File: src/rtl/seg_stopwatch_ctrl.sv
// Key-driven stopwatch controller: run/pause/clear FSM plus a one-second prescaler,
// producing binary minutes (dat1) and seconds (dat2) for the two-value seg driver.
module seg_stopwatch_ctrl #(
    parameter int unsigned TICK_DIV = 50_000_000,
    parameter int unsigned MIN_MAX  = 99
) (
    input  logic       clk,
    input  logic       rst_n,
    input  logic       start_flag,
    input  logic       clr_flag,
    output logic [7:0] dat1,
    output logic [7:0] dat2,
    output logic       running,
    output logic       full,
    output logic [3:0] state
);

    localparam int unsigned   PW         = (TICK_DIV > 1) ? $clog2(TICK_DIV) : 1;
    localparam logic [PW-1:0] PRESC_LAST = PW'(TICK_DIV - 1);
    localparam logic [7:0]    MIN_LAST   = 8'(MIN_MAX);

    typedef enum logic [3:0] {
        IDLE  = 4'b0001,
        RUN   = 4'b0010,
        PAUSE = 4'b0100,
        FULL  = 4'b1000
    } state_t;

    state_t        state_q, state_d;
    logic [PW-1:0] presc_q, presc_d;
    logic [7:0]    dat1_d, dat2_d;
    logic          tick;

    always_comb begin
        // NOTE: every combinational output gets a default first so no path leaves it unassigned (no latch).
        state_d = state_q;
        presc_d = presc_q;
        dat1_d  = dat1;
        dat2_d  = dat2;
        tick    = 1'b0;

        case (state_q)
            IDLE: begin
                dat1_d  = 8'd0;
                dat2_d  = 8'd0;
                presc_d = '0;
                if (start_flag && !clr_flag) state_d = RUN;
            end

            RUN: begin
                if (clr_flag) begin
                    state_d = IDLE;
                    presc_d = '0;
                    dat1_d  = 8'd0;
                    dat2_d  = 8'd0;
                end else begin
                    tick    = (presc_q == PRESC_LAST);
                    presc_d = tick ? '0 : presc_q + PW'(1);
                    if (start_flag) state_d = PAUSE;
                    if (tick) begin
                        if (dat2 < 8'd59) begin
                            dat2_d = dat2 + 8'd1;
                        end else begin
                            dat2_d = 8'd0;
                            dat1_d = dat1 + 8'd1;
                        end
                        // Reaching MIN_MAX:59 overrides any simultaneous pause request.
                        if (dat1 == MIN_LAST && dat2 == 8'd58) state_d = FULL;
                    end
                end
            end

            PAUSE: begin
                if (clr_flag) begin
                    state_d = IDLE;
                    presc_d = '0;
                    dat1_d  = 8'd0;
                    dat2_d  = 8'd0;
                end else if (start_flag) begin
                    state_d = RUN;
                end
            end

            FULL: begin
                presc_d = '0;
                if (clr_flag) begin
                    state_d = IDLE;
                    dat1_d  = 8'd0;
                    dat2_d  = 8'd0;
                end
            end

            default: begin
                state_d = IDLE;
                presc_d = '0;
                dat1_d  = 8'd0;
                dat2_d  = 8'd0;
            end
        endcase
    end

    always_ff @(posedge clk) begin
        // NOTE: sequential state uses non-blocking assignments so all registers update from pre-edge values.
        if (!rst_n) begin
            state_q <= IDLE;
            presc_q <= '0;
            dat1    <= 8'd0;
            dat2    <= 8'd0;
            running <= 1'b0;
            full    <= 1'b0;
        end else begin
            state_q <= state_d;
            presc_q <= presc_d;
            dat1    <= dat1_d;
            dat2    <= dat2_d;
            running <= (state_d == RUN);
            full    <= (state_d == FULL);
        end
    end

    assign state = state_q;

endmodule

File: config.mk
export PLATFORM = sky130hd
export DESIGN_NAME = seg_stopwatch_ctrl
export DESIGN_NICKNAME = d
export VERILOG_FILES = /design/src/rtl/seg_stopwatch_ctrl.sv
export SDC_FILE = /design/constraint.sdc
export NUM_CORES = 1
export LEC_CHECK = 0
export BUFFER_PORTS_ARGS = -buffer_cell sky130_fd_sc_hd__buf_4
export CAP_MARGIN = 30
export CORE_MARGIN = 4
export CORE_UTILIZATION = 60
export CTS_CLUSTER_DIAMETER = 100
export DETAILED_ROUTE_END_ITERATION = 10
export GPL_TIMING_DRIVEN = 0
export PLACE_DENSITY = 0.81
export SYNTH_ARGS = -nofsm -noshare
export SYNTH_HDL_FRONTEND = slang
export SYNTH_SLANG_ARGS = --single-unit
File: constraint.sdc
create_clock -name clk -period 2.59 [get_ports clk]
set_input_delay 0.518 -clock clk [delete_from_list [all_inputs] [get_ports clk]]
set_output_delay 0.518 -clock clk [all_outputs]
set_load 0.05 [all_outputs]
==> impl_metrics.tcl, run 1 <==
set metrics [dict create \
    max_slew_margin_pct 50.6 \
    totalWireLength_um 5710 \
    wl_met3_um 265 \
    synth_top_cell_area_share_pct 36.4 \
    drt_pass1_iterations 4 \
    hp-class "in2reg" \
    die_x_um 74.4 \
    row_count 23 \
    start_kind "flip-flop" \
    dieHeight_um 74.4 \
    path_clk_slew_ns 0.09 \
    drv_cap 0 \
    drc 0 \
    cts_setup_buffers 0 \
    yosysUniqueCellTypes 56 \
    p_per_area_nw_per_um2 451 \
    fin_crit_ns 1.97 \
    grt_pass1_wl_um 9780 \
    switching_share_pct 22.4 \
    fin_skew_ns 0.00760 \
    n_antenna_cell 0 \
    root_buffer "clkbuf_8" \
    viasPerCell 6.07 \
    status "finished, final reports clean" \
    rsz0062_at_grt "false" \
    clock_latency_ns 0.30 \
    yosysMostFrequentCell "dfxtp_1" \
    tritoncts "done" \
    worstMarginPinSlew_ns 0.740 \
    synth_common_cells "dfxtp_1, nor3_1, nand2_1, nand3_1, nor2_1" \
    dpl.hpwl_um 4130 \
    yosys.area.top_type "dfxtp_1" \
    power.leakage_uw 0.00110 \
    grt_pass1_vias 2105 \
    gr-total-overflow 0 \
    initial_core_util_pct 64.2 \
    final.setup.tns_ns 0 \
    seqCellArea_um2 961 \
    finalSetupViolCount 0 \
    p_sw_uw 303 \
    ctsLongestPathBuffers 2 \
    cts_resized 0 \
    grt_antenna_before_repair 0 \
    ir_drop_mv 0.286 \
    critical_path_class "reg2reg" \
    core_um2 4120 \
    top_layer "met4" \
    drv_slew 0 \
    synth_ff_type "dfxtp_1" \
    period_share_pct 76.1 \
    dieArea_um2 5530 \
    synthToLayoutAreaGrowth_pct 13.4 \
    wl_met2_um 2770 \
    fillCellCount 330 \
    grtUsageTotal_pct 22.4 \
    drtIter0Drc 187 \
    cts_hold_buf 0 \
    post_drt_wl_per_cell_um 15.0 \
    multi_input_area_um2 1570 \
    port-buffer-count 24 \
    drive_above_1_share_pct 18.1 \
    postRouteAntennaNets 0 \
    syn_avg_cell_area_um2 8.84 \
    synth-seq-area-share_pct 36.4 \
    grt_max_degree 16 \
    vias 2314 \
    layout.nets 338 \
    gp_congestion 0.839 \
    sequentialPowerShare_pct 55.2 \
    m1WireLength_um 2560 \
    synthCells 299 \
    synth.cell_area_um2 2640 \
    synth_top_cells_by_area "dfxtp_1, nor3_1, xor2_1" \
    io_pins 26 \
    clock_sinks 48 \
    ys_seq_elements 48 \
    ys_warn_count 0 \
    clock_power_share_pct 39.8 \
    synth_nets 307 \
    async_flop_share_pct 0 \
    hold_violations 0 \
    cp-end-kind "flip-flop" \
    synth_edf_count 0 \
    numCtsBuffers 5 \
    fmax_mhz 508 \
    p_int_uw 1050 \
    worstPathMaxFanout 10 \
    hold_ws_ns 0.476 \
    critPathRequiredTime_ns 2.81 \
    pwr-share-comb_pct 5.0 \
    cts_max_level 2 \
    worstPathArrival_ns 2.19 \
]
[final timing paths]
| path | slack [ns] | to | startpoint | cells after the start |
|---|---|---|---|---|
| worst max-delay path | 0.62 | presc_q[20] | state[2] | 6 |
| worst min-delay path | 0.48 | state[0] | clr_flag | 2 |
| worst max register to register | 0.62 | presc_q[20] | state[2] | 6 |
| worst min register to register | 0.49 | dat1[6] | dat1[6] | 1 |
[through the flow]
step	area, um2	worst slack, ns	utilization [%]	std cells	power (uW)
after global placement	2890	0.484	70.1	373	831
after CTS	3000	0.613	72.8	381	1370
after detailed placement	2890	0.445	70.1	373	831
after floorplan	2640	0.544	-	299	811
after global routing	3000	0.377	72.8	381	1400
final	3000	0.620	72.8	381	1350
[area by class of cell]
class	instances	share of cell area [%]
well taps	50	2.09
flip-flops and latches	48	32.1
inverters	7	0.877
repair buffers	24	6.01
multi-input cells	231	52.3
clock inverters	3	1.42
plain buffers	13	2.92
clock buffers	5	2.30
[routing by layer]
metal / vias up / track usage [%]
li1: 1156 / -
met1: 1083 / 28.3
met2: 62 / 36.6
met3: 13 / 4.32
met4: 0 / 11.1
met5: - / 0
[worst max-delay path: stages, from the launching register on]
cell      delay [ns]
dfxtp_1         0.31
buf_2           0.16
nor2b_1         0.20
a211oi_2        0.68
nand3_1         0.19
xor2_1          0.20
nor3_1          0.15
[state kept, by name (all words and copies together) (netlist names)]
register,flops
running,1
dat2,8
presc_q,26
dat1,8
full,1
state,4
[power groups by stage]
stage / Combinational, uW / Clock (uW) / Sequential (uW)
floorplan: 36.9 / 0 / 774
global placement: 67.4 / 0 / 763
detailed placement: 67.6 / 0 / 763
CTS: 67.6 / 553 / 746
global route: 74.4 / 579 / 747
finish: 67.7 / 538 / 746
[cell families after synthesis]
family | Yosys count | share of synthesized area, %
compound gates | 49 | 14.1
xor+xnor | 26 | 8.62
fa+ha+maj | 4 | 1.89
buf+inv | 20 | 4.31
flops | 48 | 36.4
mux | 1 | 0.379
simple gates | 151 | 34.3
[cell usage in the layout (no fill, tap or decap), types with 3 or more instances in the layout]
cell,n
a21oi_1,10
o21ai_0,6
and2b_1,3
nand3b_1,4
a31oi_1,10
nor4_4,4
inv_1,7
xnor2_1,12
and3_1,12
a211oi_1,3
buf_4,26
clkbuf_8,5
or3_1,4
xor2_1,14
dfxtp_1,48
ha_1,4
clkbuf_1,4
buf_2,4
nand2_1,22
nand4_1,10
nor3_2,4
nor2_1,17
nand3_1,22
nor3_1,29
No activity file was read; power rests on OpenSTA's default activity.
==> inputs of run 2 (changes only) <==
--- a/config.mk
+++ b/config.mk
@@ -8,11 +8,11 @@
 export BUFFER_PORTS_ARGS = -buffer_cell sky130_fd_sc_hd__buf_4
 export CAP_MARGIN = 30
 export CORE_MARGIN = 4
-export CORE_UTILIZATION = 60
+export CORE_UTILIZATION = 53
 export CTS_CLUSTER_DIAMETER = 100
 export DETAILED_ROUTE_END_ITERATION = 10
 export GPL_TIMING_DRIVEN = 0
-export PLACE_DENSITY = 0.81
+export PLACE_DENSITY = 0.76
 export SYNTH_ARGS = -nofsm -noshare
 export SYNTH_HDL_FRONTEND = slang
 export SYNTH_SLANG_ARGS = --single-unit
==> constraint.sdc (replaced) <==
create_clock -name clk -period 1.6 [get_ports clk]
set_input_delay 0.32 -clock clk [delete_from_list [all_inputs] [get_ports clk]]
set_output_delay 0.32 -clock clk [all_outputs]
set_load 0.05 [all_outputs]
==> impl_metrics.tcl, run 2 (same netlist as run 1, synthesis figures left out) <==
set metrics [dict create \
    drt_pass1_iterations 4 \
    sequentialPowerShare_pct 53.5 \
    max_slew_margin_pct 66.2 \
    gr-usage-met1_pct 32.5 \
    cts_max_level 2 \
    tritoncts "done" \
    clock_sinks 48 \
    grt_pass1_vias 2615 \
    row_count 25 \
    totalWireLength_um 8410 \
    power.leakage_uw 0.00152 \
    drive_above_1_share_pct 54.7 \
    endpoint "dat2[5]" \
    io_pins 26 \
    dpl.hpwl_um 4270 \
    layout_commonest_cell "buf_4" \
    drv_slew 0 \
    n_antenna_cell 0 \
    drv_cap 0 \
    stdcell_count 442 \
    largestRegisters "presc_q x26, dat1 x8, dat2 x8" \
    gr-total-overflow 0 \
    start_kind "flip-flop" \
    finalWorstSetupSlack_ns -0.205 \
    fin_crit_ns 1.81 \
    dieHeight_um 78.6 \
    port-buffer-count 24 \
    p_int_uw 1710 \
    fin_area_um2 3990 \
    ir_drop_mv 0.601 \
    crit_path_max_incr_delay_ns 0.42 \
    critPathRequiredTime_ns 1.80 \
    worstPathMaxFanout 7 \
    cp-end-kind "flip-flop" \
    numCtsBuffers 5 \
    slowest_stage "nor4_4" \
    violations "setup timing" \
    die_x_um 78.6 \
    vias 2710 \
    mostFrequentLayoutCells "buf_4, dfxtp_2, nand2_1" \
    layout.nets 382 \
    p_per_area_nw_per_um2 562 \
    period_share_pct 113 \
    grtUsageTotal_pct 26.0 \
    fillCellCount 258 \
    largest_register "presc_q" \
    finalSetupViolCount 46 \
    pwr-share-comb_pct 7.5 \
    timing.rr.start "presc_q[20]" \
    path_clk_slew_ns 0.09 \
    startpoint "presc_q[20]" \
    largest_register_ffs 26 \
    cts_hold_buf 0 \
    grt_max_degree 15 \
    placed_cell_area_um2 3050 \
    grt_use_met2_pct 44.1 \
    ff2ff_path_depth 6 \
    gr-max-usage-layer "met2" \
    rsz0062_at_grt "true" \
    worstPathArrival_ns 2.01 \
    post-place-ws_ns -0.247 \
    synthToLayoutAreaGrowth_pct 50.9 \
    postRouteAntennaNets 0 \
    critPathTopFamily "simple AND/OR/NAND/NOR gates" \
    critical_path_class "reg2reg" \
    clock_latency_ns 0.30 \
    dieArea_um2 6180 \
    r2r_setup_slack_ns -0.21 \
    placed_cells 390 \
    hold_violations 0 \
    worst-path-buf-inv 1 \
    fmax_mhz 554 \
    grt_pass1_wl_um 12900 \
    gp_congestion 0.868 \
    clock_power_share_pct 39.0 \
    hp-class "in2reg" \
    switching_share_pct 23.7 \
    status "finished with violations" \
    cp.depth 6 \
    viasPerCell 6.13 \
    grtUsageMet3_pct 4.24 \
    core_um2 4790 \
    crit_chain "nand4_1 > nor4_4 > nand2_2 > buf_6 > a22oi_4 > o21ba_1" \
    ctsLongestPathBuffers 2 \
    r2r_end "dat2[5]" \
    grt_antenna_before_repair 0 \
    p_total_uw 2240 \
    post_drt_wl_per_cell_um 19.0 \
    worstMarginPinSlew_ns 0.508 \
    p_sw_uw 531 \
    drtIter0Drc 174 \
    root_buffer "clkbuf_8" \
    initial_core_util_pct 55.2 \
    drc 0 \
    fin_skew_ns 0.00802 \
]
==> run 2: cell count changes in the layout (fill, tap and decap cells not counted), moves of 4 or more <==
cell | previous run | this run
nor3_4 | 0 | 13
nor3_1 | 29 | 2
buf_6 | 2 | 11
buf_4 | 26 | 60
a21oi_1 | 10 | 5
nor3_2 | 4 | 18
buf_2 | 4 | 0
dfxtp_1 | 48 | 14
dfxtp_4 | 0 | 9
dfxtp_2 | 0 | 25
o21ai_0 | 6 | 1
==> run 2: power by group through the flow <==
| stage | clock (uW) | combinational [uW] | sequential [uW] |
|---|---|---|---|
| floorplan | 0 | 63.7 | 1250 |
| global placement | 0 | 114 | 1230 |
| detailed placement | 0 | 115 | 1230 |
| CTS | 881 | 138 | 1200 |
| global route | 929 | 177 | 1200 |
| finish | 874 | 167 | 1200 |
==> run 2: area by class of cell <==
cell class | count | area (um2) | area share (%)
Multi-Input combinational cell | 231 | 2040 | 51.2
Timing Repair Buffer | 70 | 592 | 14.8
Clock buffer | 6 | 72.6 | 1.82
Tap cell | 67 | 83.8 | 2.10
Clock inverter | 2 | 35.0 | 0.879
Sequential cell | 48 | 1030 | 25.7
Inverter | 7 | 28.8 | 0.722
Buffer | 11 | 106 | 2.67
==> run 2: worst min-delay path by stage <==
stage          depth (start not counted)       end  slack, ns  startpoint
2_1_floorplan                          1  state[0]       0.44    clr_flag
3_3_place_gp                           1   dat2[5]       0.46     dat2[5]
3_5_place_dp                           1   dat2[5]       0.47     dat2[5]
4_1_cts                                2  state[0]       0.31    clr_flag
5_1_grt                                2  state[0]       0.33    clr_flag
6_report                               2  state[0]       0.32    clr_flag
==> run 2: per-layer routing <==
metal | routed length, um | up-vias
met3 | 349 | 35
met1 | 3290 | 1330
met4 | 286 | 0
met5 | 0 | -
li1 | - | 1250
met2 | 4480 | 95
==> run 2: repair_timing <==
item,in CTS,in global routing
gates resized for setup,76,47
endpoints found under the hold margin,0,0
endpoints found under the setup margin,47,48
setup buffers,28,16
pin swaps,56,23
cloned,2,0
==> run 2: per-stage QoR <==
step / setup TNS [ns] / hold slack, ns / utilization [%]
detailed placement: -7.98 / 0.471 / 63.7
global placement: -6.92 / 0.463 / 63.7
global route: -8.33 / 0.327 / 83.3
finish: -5.70 / 0.321 / 83.3
floorplan: -0.578 / 0.438 / -
CTS: -2.13 / 0.308 / 77.1
==> inputs of run 3 (changes only) <==
--- a/config.mk
+++ b/config.mk
@@ -13,6 +13,7 @@
 export DETAILED_ROUTE_END_ITERATION = 10
 export GPL_TIMING_DRIVEN = 0
 export PLACE_DENSITY = 0.76
+export REMOVE_ABC_BUFFERS = 1
 export SYNTH_ARGS = -nofsm -noshare
 export SYNTH_HDL_FRONTEND = slang
 export SYNTH_SLANG_ARGS = --single-unit
==> impl_metrics.tcl, run 3 (same netlist as run 1, synthesis figures left out) <==
set metrics [dict create \
    ctsLongestPathBuffers 2 \
    mostFrequentLayoutCells "buf_4, dfxtp_1, nor3_1" \
    hold_depth 2 \
    n_antenna_cell 0 \
    final.setup.tns_ns -3.74 \
    row_count 25 \
    grt_antenna_before_repair 0 \
    die_x_um 78.6 \
    fin_skew_ns 0.00481 \
    worstPathArrival_ns 1.96 \
    clock_latency_ns 0.30 \
    max_slew_margin_pct 58.3 \
    fmax_mhz 560 \
    grtUsageTotal_pct 23.6 \
    gr-total-overflow 0 \
    period_share_pct 112 \
    drtIter0Drc 197 \
    worstPathMaxFanout 4 \
    numCtsBuffers 5 \
    grt_max_degree 22 \
    viasPerCell 6.40 \
    grt_pass1_vias 2464 \
    dpl.hpwl_um 4010 \
    fin_util_pct 73.7 \
    largest_register "presc_q" \
    start_kind "flip-flop" \
    critical_path_class "reg2reg" \
    finalWorstSetupSlack_ns -0.187 \
    tritoncts "done" \
    cts_hold_buf 0 \
    fillCellCount 332 \
    root_buffer "clkbuf_8" \
    post_drt_wl_per_cell_um 18.4 \
    layout.nets 358 \
    largestRegisters "presc_q x26, dat1 x8, dat2 x8" \
    clock_sinks 48 \
    violations "setup timing" \
    rsz0062_at_grt "true" \
    top_layer "met4" \
    drt_pass1_iterations 5 \
    drv_cap 0 \
    layout_commonest_cell "buf_4" \
    dieHeight_um 78.6 \
    path_clk_slew_ns 0.09 \
    worstMarginPinSlew_ns 0.625 \
    m1WireLength_um 3060 \
    synthToLayoutAreaGrowth_pct 33.5 \
    vias 2675 \
    wl_met3_um 551 \
    cp-end-kind "flip-flop" \
    drc 0 \
    hp-class "in2reg" \
    drv_slew 0 \
    totalWireLength_um 7700 \
    p_per_area_nw_per_um2 592 \
    power.leakage_uw 0.00132 \
    fin_crit_ns 1.79 \
    core_um2 4790 \
    gp_congestion 0.825 \
    drive_above_1_share_pct 41.9 \
    largest_register_ffs 26 \
    status "finished with violations" \
    postRouteAntennaNets 0 \
    dieArea_um2 6180 \
    critPathRequiredTime_ns 1.77 \
    hold_violations 0 \
    ff2ff_path_depth 5 \
    finalSetupViolCount 44 \
    post-place-ws_ns -0.688 \
    port-buffer-count 25 \
    initial_core_util_pct 55.2 \
    io_pins 26 \
    p_total_uw 2090 \
    cts_max_level 2 \
    wl_met2_um 3850 \
    grt_pass1_wl_um 11700 \
    ir_drop_mv 0.496 \
]
-- run 3: layout make-up --
class / count / area, um2 / area share (%)
clock buffer: 8 / 90.1 / 2.55
sequential: 48 / 1010 / 28.7
tap: 67 / 83.8 / 2.38
timing repair buffer: 55 / 477 / 13.5
multi-input combinational: 233 / 1840 / 52.1
inverter: 7 / 26.3 / 0.745
-- run 3: path summary, 6_finish.rpt --
check	to	slack [ns]	startpoint
max	running	-0.19	dat2[2]
min	state[0]	0.32	clr_flag
min reg2reg	dat2[1]	0.50	dat2[1]
max reg2reg	running	-0.19	dat2[2]
-- run 3: stage by stage --
step	instance area [um2]	hold WS, ns	cells
final	3530	0.324	418
after detailed placement	2850	0.480	379
after floorplan	2550	0.438	286
after global placement	2830	0.476	378
after global routing	3530	0.326	418
after CTS	3300	0.309	406
-- run 3: timing repair --
| action | CTS | global route |
|---|---|---|
| pin swaps | 21 | 15 |
| buffers inserted | 17 | 12 |
| gates cloned | 2 | 0 |
| endpoints found under the setup margin | 47 | 48 |
| gates resized for setup | 52 | 46 |
-- run 3: report_power, final --
part	switching (uW)	internal [uW]	total (uW)
Combinational	89.4	49.8	139
Sequential	13.2	1190	1200
Clock	398	353	751
Total	500	1590	2090
-- run 3: per-layer routing --
layer	track usage (%)	vias to the layer above
met5	0	-
met4	9.79	0
met3	3.44	31
met2	40.6	155
met1	29.5	1288
li1	-	1201
-- run 3: critical path: stages, from the launching register on --
cell and delay [ns]:
dfxtp_4 0.36, or4_4 0.54, nor4_4 0.27, nand4_1 0.23, nand3b_1 0.18, a21oi_1 0.08
